<file path="src/rtl/mem_arbiter_if.sv">
// rtl/mem_arbiter_if.sv - requester and downstream memory signals of the two-port memory arbiter
interface mem_arbiter_if #(
    parameter int ADDR_WIDTH = 16,
    parameter int DATA_WIDTH = 128
);
    // port 0: instruction fetch, read-only
    logic                  mem0_read;
    logic [ADDR_WIDTH-1:0] mem0_address;
    logic [DATA_WIDTH-1:0] mem0_rdata;
    logic                  mem0_resp;

    // port 1: data access, read/write
    logic                  mem1_read;
    logic                  mem1_write;
    logic [ADDR_WIDTH-1:0] mem1_address;
    logic [DATA_WIDTH-1:0] mem1_wdata;
    logic [DATA_WIDTH-1:0] mem1_rdata;
    logic                  mem1_resp;

    // shared downstream memory port
    logic                  pmem_read;
    logic                  pmem_write;
    logic [ADDR_WIDTH-1:0] pmem_address;
    logic [DATA_WIDTH-1:0] pmem_wdata;
    logic [DATA_WIDTH-1:0] pmem_rdata;
    logic                  pmem_resp;

    logic                  busy;

    // arbiter side
    modport slave (
        input  mem0_read, mem0_address,
        input  mem1_read, mem1_write, mem1_address, mem1_wdata,
        input  pmem_rdata, pmem_resp,
        output mem0_rdata, mem0_resp,
        output mem1_rdata, mem1_resp,
        output pmem_read, pmem_write, pmem_address, pmem_wdata,
        output busy
    );

    // requesters and downstream memory side
    modport master (
        output mem0_read, mem0_address,
        output mem1_read, mem1_write, mem1_address, mem1_wdata,
        output pmem_rdata, pmem_resp,
        input  mem0_rdata, mem0_resp,
        input  mem1_rdata, mem1_resp,
        input  pmem_read, pmem_write, pmem_address, pmem_wdata,
        input  busy
    );
endinterface

</file>
<file path="src/rtl/mem_arbiter.sv">
// rtl/mem_arbiter.sv - round-robin arbiter sharing one memory port between fetch and data requesters
module mem_arbiter #(
    parameter int ADDR_WIDTH = 16,
    parameter int DATA_WIDTH = 128
) (
    input  logic        clk,
    input  logic        reset,
    mem_arbiter_if.slave bus
);

    localparam logic [1:0] IDLE   = 2'd0;
    localparam logic [1:0] SERVE0 = 2'd1;
    localparam logic [1:0] SERVE1 = 2'd2;

    logic [1:0]            state;
    logic [1:0]            next_state;
    logic                  last_grant;
    logic                  next_last_grant;
    logic                  req0;
    logic                  req1;

    logic                  pmem_read_c;
    logic                  pmem_write_c;
    logic [ADDR_WIDTH-1:0] pmem_address_c;
    logic [DATA_WIDTH-1:0] pmem_wdata_c;
    logic                  mem0_resp_c;
    logic                  mem1_resp_c;

    assign req0 = bus.mem0_read;
    assign req1 = bus.mem1_read | bus.mem1_write;

    // Grant selection in IDLE; on contention the port not served last wins.
    // Leaving SERVE happens only on pmem_resp, which also records the winner.
    always_comb begin
        next_state      = state;
        next_last_grant = last_grant;
        case (state)
            IDLE: begin
                if (req0 && req1) begin
                    next_state = last_grant ? SERVE0 : SERVE1;
                end else if (req1) begin
                    next_state = SERVE1;
                end else if (req0) begin
                    next_state = SERVE0;
                end
            end
            SERVE0: begin
                if (bus.pmem_resp) begin
                    next_state      = IDLE;
                    next_last_grant = 1'b0;
                end
            end
            SERVE1: begin
                if (bus.pmem_resp) begin
                    next_state      = IDLE;
                    next_last_grant = 1'b1;
                end
            end
            default: next_state = IDLE;
        endcase
    end

    // State and round-robin history registers.
    always_ff @(posedge clk) begin
        if (reset) begin
            state      <= IDLE;
            last_grant <= 1'b0;
        end else begin
            state      <= next_state;
            last_grant <= next_last_grant;
        end
    end

    // Downstream strobes, address/data mux and response routing follow the
    // current grant; strobes track the live request so a dropped request
    // drops the strobe while the grant is still held.
    always_comb begin
        pmem_read_c    = 1'b0;
        pmem_write_c   = 1'b0;
        pmem_address_c = '0;
        pmem_wdata_c   = '0;
        mem0_resp_c    = 1'b0;
        mem1_resp_c    = 1'b0;
        case (state)
            SERVE0: begin
                pmem_read_c    = bus.mem0_read;
                pmem_address_c = bus.mem0_address;
                mem0_resp_c    = bus.pmem_resp;
            end
            SERVE1: begin
                // a simultaneous read and write is treated as a write
                pmem_read_c    = bus.mem1_read & ~bus.mem1_write;
                pmem_write_c   = bus.mem1_write;
                pmem_address_c = bus.mem1_address;
                pmem_wdata_c   = bus.mem1_wdata;
                mem1_resp_c    = bus.pmem_resp;
            end
            default: ;
        endcase
    end

    assign bus.pmem_read    = pmem_read_c;
    assign bus.pmem_write   = pmem_write_c;
    assign bus.pmem_address = pmem_address_c;
    assign bus.pmem_wdata   = pmem_wdata_c;
    assign bus.mem0_resp    = mem0_resp_c;
    assign bus.mem1_resp    = mem1_resp_c;
    assign bus.mem0_rdata   = bus.pmem_rdata;
    assign bus.mem1_rdata   = bus.pmem_rdata;
    assign bus.busy         = (state == SERVE0) || (state == SERVE1);

endmodule
</file>
<file path="src/flat_wrapper.sv">
// flat-port wrapper written by rule: the top's interface ports become plain ports
module mem_arbiter_flat 
#(
    parameter int ADDR_WIDTH = 16,
    parameter int DATA_WIDTH = 128
)
  (clk, reset, bus_mem0_read, bus_mem0_address, bus_mem1_read, bus_mem1_write, bus_mem1_address, bus_mem1_wdata, bus_pmem_rdata, bus_pmem_resp, bus_mem0_rdata, bus_mem0_resp, bus_mem1_rdata, bus_mem1_resp, bus_pmem_read, bus_pmem_write, bus_pmem_address, bus_pmem_wdata, bus_busy);
  mem_arbiter_if #(.ADDR_WIDTH(ADDR_WIDTH), .DATA_WIDTH(DATA_WIDTH)) bus_i ();
  input  logic clk;
  input  logic reset;
  input wire logic [$bits(bus_i.mem0_read)-1:0] bus_mem0_read;
  input wire logic [$bits(bus_i.mem0_address)-1:0] bus_mem0_address;
  input wire logic [$bits(bus_i.mem1_read)-1:0] bus_mem1_read;
  input wire logic [$bits(bus_i.mem1_write)-1:0] bus_mem1_write;
  input wire logic [$bits(bus_i.mem1_address)-1:0] bus_mem1_address;
  input wire logic [$bits(bus_i.mem1_wdata)-1:0] bus_mem1_wdata;
  input wire logic [$bits(bus_i.pmem_rdata)-1:0] bus_pmem_rdata;
  input wire logic [$bits(bus_i.pmem_resp)-1:0] bus_pmem_resp;
  output wire logic [$bits(bus_i.mem0_rdata)-1:0] bus_mem0_rdata;
  output wire logic [$bits(bus_i.mem0_resp)-1:0] bus_mem0_resp;
  output wire logic [$bits(bus_i.mem1_rdata)-1:0] bus_mem1_rdata;
  output wire logic [$bits(bus_i.mem1_resp)-1:0] bus_mem1_resp;
  output wire logic [$bits(bus_i.pmem_read)-1:0] bus_pmem_read;
  output wire logic [$bits(bus_i.pmem_write)-1:0] bus_pmem_write;
  output wire logic [$bits(bus_i.pmem_address)-1:0] bus_pmem_address;
  output wire logic [$bits(bus_i.pmem_wdata)-1:0] bus_pmem_wdata;
  output wire logic [$bits(bus_i.busy)-1:0] bus_busy;
  assign bus_i.mem0_read = bus_mem0_read;
  assign bus_i.mem0_address = bus_mem0_address;
  assign bus_i.mem1_read = bus_mem1_read;
  assign bus_i.mem1_write = bus_mem1_write;
  assign bus_i.mem1_address = bus_mem1_address;
  assign bus_i.mem1_wdata = bus_mem1_wdata;
  assign bus_i.pmem_rdata = bus_pmem_rdata;
  assign bus_i.pmem_resp = bus_pmem_resp;
  assign bus_mem0_rdata = bus_i.mem0_rdata;
  assign bus_mem0_resp = bus_i.mem0_resp;
  assign bus_mem1_rdata = bus_i.mem1_rdata;
  assign bus_mem1_resp = bus_i.mem1_resp;
  assign bus_pmem_read = bus_i.pmem_read;
  assign bus_pmem_write = bus_i.pmem_write;
  assign bus_pmem_address = bus_i.pmem_address;
  assign bus_pmem_wdata = bus_i.pmem_wdata;
  assign bus_busy = bus_i.busy;
  mem_arbiter #(.ADDR_WIDTH(ADDR_WIDTH), .DATA_WIDTH(DATA_WIDTH)) u_core (.clk(clk), .reset(reset), .bus(bus_i));
endmodule
</file>
<file path="config.mk">
export PLATFORM = sky130hd
export DESIGN_NAME = mem_arbiter_flat
export DESIGN_NICKNAME = d
export VERILOG_FILES = /design/src/rtl/mem_arbiter_if.sv /design/src/rtl/mem_arbiter.sv /design/src/flat_wrapper.sv
export SDC_FILE = /design/constraint.sdc
export NUM_CORES = 1
export LEC_CHECK = 0
export ABC_AREA = 0
export CAP_MARGIN = 10
export CORE_AREA = 2 2 270 272
export CTS_CLUSTER_DIAMETER = 30
export DETAILED_ROUTE_END_ITERATION = 10
export DIE_AREA = 0 0 272 274
export GPL_TIMING_DRIVEN = 0
export PLACE_DENSITY = 0.3
export SYNTH_ARGS = -nofsm -noshare
export SYNTH_HDL_FRONTEND = slang
export SYNTH_SLANG_ARGS = --single-unit
</file>
<file path="constraint.sdc">
create_clock -name clk -period 1.3 [get_ports clk]
set_input_delay 0.13 -clock clk [delete_from_list [all_inputs] [get_ports clk]]
set_output_delay 0.13 -clock clk [all_outputs]
set_load 0.05 [all_outputs]
</file>
Word level (Yosys, flattened, before mapping):

Cells that the tools add are included.
Widths: inputs -> output; s select.

* word-level logic and storage cells: 33
* register bits after elaboration: 3
* output and inout port bits: 405
* input bits: 294

* reduce and logical (&&, ||, !) cells: 7
* bitwise logic cells: 3
* muxes and demuxes: 15
* equal/unequal tests: 6

Operator list (number)
* $mux 128: 1
* $pmux 16 s2: 1
* $mux 2: 5
* $mux 1: 5
* $ne 2x2->1 const B: 2
* $ne 4x2->1 const B: 1
* $pmux 1 s2: 2
* $pmux 2 s2: 1
* $reduce_and 3->1: 1
* $eq 2x1->1 const B: 1
* $eq 2x2->1 const B: 1
* $logic_not 2->1: 1
* $ne 2x1->1 const B: 1
* $reduce_and 2->1: 1
* $reduce_bool 2->1: 1
* $reduce_or 2->1: 1
* $and 1x1->1: 1
* $logic_and 1x1->1: 1
* $logic_or 1x1->1: 1
* $not 1->1: 1
* $or 1x1->1: 1

Logic depth before layout (Yosys ltp):

* depth after elaboration: 4
* depth in mapped cells: 7
* depth with buffers taken out: 5

Worst setup path after synthesis:

Ideal clock, no wire load.

* path kind: register to output
* start point: register u_core.state[1]
* end point: output bus_pmem_read
* setup slack: -1.104 ns
* required time: 1.170 ns
* arrival time: 2.274 ns
* cell stages (with the launch flop): 4
* cells stage by stage: dfxtp_1 inv_1 ha_1 a21boi_0

* cells in the longest elaborated chain, start to end: 2
* elaborated cells between the ends (all ways): 3
* classes of those cells: 2 x eq/ne; 1 x mux

Ends and longest elaborated chain
* start: declaration: RTL line mem_arbiter.sv:15 `logic [1:0] state;`
* start signal: assignment: RTL line mem_arbiter.sv:69 `state <= next_state;`
* $eq 2x2->1 or $eq 2x1->1 (tied branches): RTL line mem_arbiter.sv:84 `case (state)`
* $pmux 1 s2 *: RTL line mem_arbiter.sv:84
* end: declaration: RTL line flat_wrapper.sv:23 `output wire logic [$bits(bus_i.pmem_read)-1:0] bus_pmem_read;`

Every way passes the cells marked *; elsewhere a longest branch is shown, timed or not.

Final worst setup path:

* start point: register u_core.state[0]
* end point: output bus_pmem_wdata[12]

* cells in the longest elaborated chain, start to end: 2

Ends and longest elaborated chain
* $eq 2x2->1: RTL line mem_arbiter.sv:84
* $mux 128: RTL line mem_arbiter.sv:84
* end: declaration: RTL line flat_wrapper.sv:26 `output wire logic [$bits(bus_i.pmem_wdata)-1:0] bus_pmem_wdata;`

No other way between the ends.

==> impl_results.md <==
- Number of clock sinks: 3
- Worst Setup Slack post-DPL: -1.339 ns
- Synth unique cells: 22
- H-tree depth: 1
- Hold Path Depth: 2
- Die height: 274 um
- Flops & latches, synth: 3
- Top-count cell post-synth: buf_4
- Area grow syn2layout: 265.5%
- Reg2Reg Launch Point: u_core.state[0]
- DRC viols: 0
- Static Leakage: between 0.005 and 0.006 uW
- CTS tree: built
- RSZ-0062 raised after global routing: yes
- Most crowded layer after global routing: met2
- Hold_ws: between 0.5 and 0.6 ns
- 1st-iter DRT viols: 59
- CTS Buf Count: 3
- Final nets: between 1000 and 1500
- Post-Synth Adder-Cell Area: 0.01519
- Ys flop type: dfxtp_1
- Final core occ: 0.1674
- Clock-pin slew on the worst setup and hold paths: approximately 0.030 ns
- Setup-failing EPs final: 151
- Area share of the largest cell type after synthesis: 0.5900
- Power per standard cell area: between 700 and 800 nW/um2
- Mapped Nets: roughly 760
- I/O pins: between 600 and 700
- Cts-stage hold buffer count: 0
- Post-Syn Area: between 3000 and 4000 um2
- WP data arrival: approximately 1.6 ns
- Worst Hold Class: in2reg
- Violated checks: negative setup slack
- Final hold viol count: 0
- Total grt overflow: 0
- Sequential-to-total area share from yosys stat: 0.01822
- GR Util All Layers: 0.05981
- Total power: 8665 uW
- Final period utilization: 1.317
- Largest net degree at the start of global routing: 11
- Max Clock Skew: around 0.0017 ns
- Fmax: 584.0 MHz
- Worst setup SP type: flop
- Worst slew margin: 0.6140
- Yosys warnings: 0
- Largest family of logic cells by synthesized area: buffers and inverters
- Root buffer cell: clkbuf_16
- Crit path required time: about 1.2 ns
- Drt via density: approximately 2.4
- Peak VDD IR: slightly below 0.0003 V
- Post-layout minimum cycle time: between 1.5 and 2 ns
- Final wirelength: around 26 mm
- EDFF count, synth: 0
- Status: finished, violations left
- Global-route wire length before repair: around 33 mm
- Vias in the first global route: between 4000 and 5000
- Final WS setup: -0.4124 ns
- XOR/XNOR share of the synthesized area: 0
- Compound-Gate Fraction of Synth Area: 0.04973
- Share of layout cells above drive strength 1: 0.5902
- Mapped Avg Cell Area: about 7.1 um2
- Post-synthesis mux area share: 0
- Initial antenna violation count: 1
- Synth Area in Simple Gates: 0.2992
- Clock Latency Late Sink: about 0.23 ns
- Routing usage on met1: 0.06606
- Average wire per standard cell: 13.06 um
- Post-synthesis async set-or-reset flop share: 0
- Routed via count: between 4000 and 5000
- Initial Util: 0.04579
- Top cells by area, synth: buf_4, and2_1, a22oi_1
- Final Max Tran Viols: 0
- R2r endpoint: u_core.state[1]
- Worst hold start: reset
- Detailed Place HPWL: roughly 23 mm
- Grt met2 use: 0.1204
- Syn Inst Count: 464
- Filler Cells Inserted: between 8000 and 9000
- Cell Rows: 99
- CP Capture Type: primary output
- R2R depth: 7
- WS Path Type: reg2out
- Die width: 272 um
- Top cells by count, synth: buf_4, and2_1, a22oi_1, nor2b_1, clkbuf_2
- WHS Endpoint: u_core.last_grant
- Setup slack, reg-to-reg: -0.06 ns
- Max FO, Critical Path: 8
- Met3 Track Usage GR: 0.01340
- Worst-Margin Slew: ~0.58 ns
- DR pass1 iterations: 4
- Post-route ant nets: 0
- Max capacitance violation total: 0
- Top cell type by total area after synthesis: buf_4
- Core box area: between 70000 and 80000 um2
- I/O Buffers: 570
- DIE AREA: 74530 um2
- Final setup TNS: -47.53 ns
- CTS max path bufs: 2
- RePlAce Congestion: roughly 0.75
-- report_power, final --
group	switching (uW)	internal, uW
logic	4320	3730
clock network	91.8	405
registers	16.7	104
total	4430	4240
-- routing by layer --
metal / wire [um] / share of wire
met5: 0 / 0
met4: 20 / 0.00076
met2: 14970 / 0.57
met1: 9496 / 0.36
met3: 1948 / 0.074
-- area by class of cell --
| type | instances | area, um2 | share of cell area |
|---|---|---|---|
| Antenna cell | 1 | 2.502 | 0.0002077 |
| Clock buffer | 4 | 78.83 | 0.006543 |
| Buffer | 272 | 2202 | 0.1828 |
| Inverter | 3 | 16.27 | 0.001350 |
| Timing Repair Buffer | 599 | 6718 | 0.5576 |
| Sequential cell | 3 | 67.56 | 0.005609 |
| Tap cell | 959 | 1200 | 0.09960 |
| Multi-Input combinational cell | 183 | 1762 | 0.1462 |
-- flip-flops by register name, indices dropped and copies added (netlist names) --
| register | flops |
|---|---|
| u_core.last_grant | 1 |
| u_core.state | 2 |
-- per-stage QoR --
stage	std cells	cell area [um2]
2_1_floorplan	464	3741
3_3_place_gp	1993	10650
6_report	2024	12050
4_1_cts	2007	11110
3_5_place_dp	1993	10650
5_1_grt	2024	12050
-- worst max path at each step --
stage / start / endpoint / slack, ns / cells past startpoint
6_report: u_core.state[0] / bus_pmem_wdata[12] / -0.41 / 7
5_1_grt: u_core.state[0] / bus_pmem_wdata[12] / -0.48 / 7
4_1_cts: u_core.state[0] / bus_pmem_wdata[68] / -0.45 / 6
3_5_place_dp: u_core.state[0] / bus_pmem_wdata[85] / -1.34 / 6
3_3_place_gp: u_core.state[0] / bus_pmem_wdata[85] / -1.33 / 6
2_1_floorplan: u_core.state[1] / bus_pmem_address[10] / -0.12 / 4
-- cells by family (layout without fill, tap and decap cells) --
logic type      after synthesis  in the layout
other cells                   0              1
compound gates               23             23
buf+inv                     278            878
fa+ha+maj                     4              4
flops                         3              3
simple gates                156            156
-- cells in the final DEF, fill, tap and decap left out, types with 2 or more instances in the layout --
cell / netlist / layout
buf_8: 0 / 116
clkbuf_16: 0 / 10
and2_2: 1 / 27
nor2_1: 2 / 2
and2_4: 0 / 103
buf_4: 259 / 264
clkdlybuf4s50_1: 0 / 421
inv_2: 0 / 2
buf_12: 0 / 11
ha_4: 0 / 4
clkbuf_8: 0 / 2
buf_6: 1 / 49
a22oi_2: 0 / 16
nand2_1: 3 / 2
a21oi_1: 2 / 2
nor2b_4: 0 / 17
o21ai_1: 2 / 2
dfxtp_4: 0 / 2
-- timing repair --
item | CTS | global route
cloned | 0 | 5
pin swaps | 16 | 22
gates resized for setup | 1062 | 201
endpoints found under the setup margin | 150 | 152
buffers inserted | 10 | 14
endpoints found under the hold margin | 0 | 0
-- critical path, stage by stage, from the launching register on --
cell and delay, ns:
dfxtp_4 0.36, inv_6 0.05, ha_4 0.20, buf_4 0.15
clkbuf_8 0.13, buf_6 0.12, and2_2 0.19, buf_8 0.15
Power figures use the tool's default switching activity.
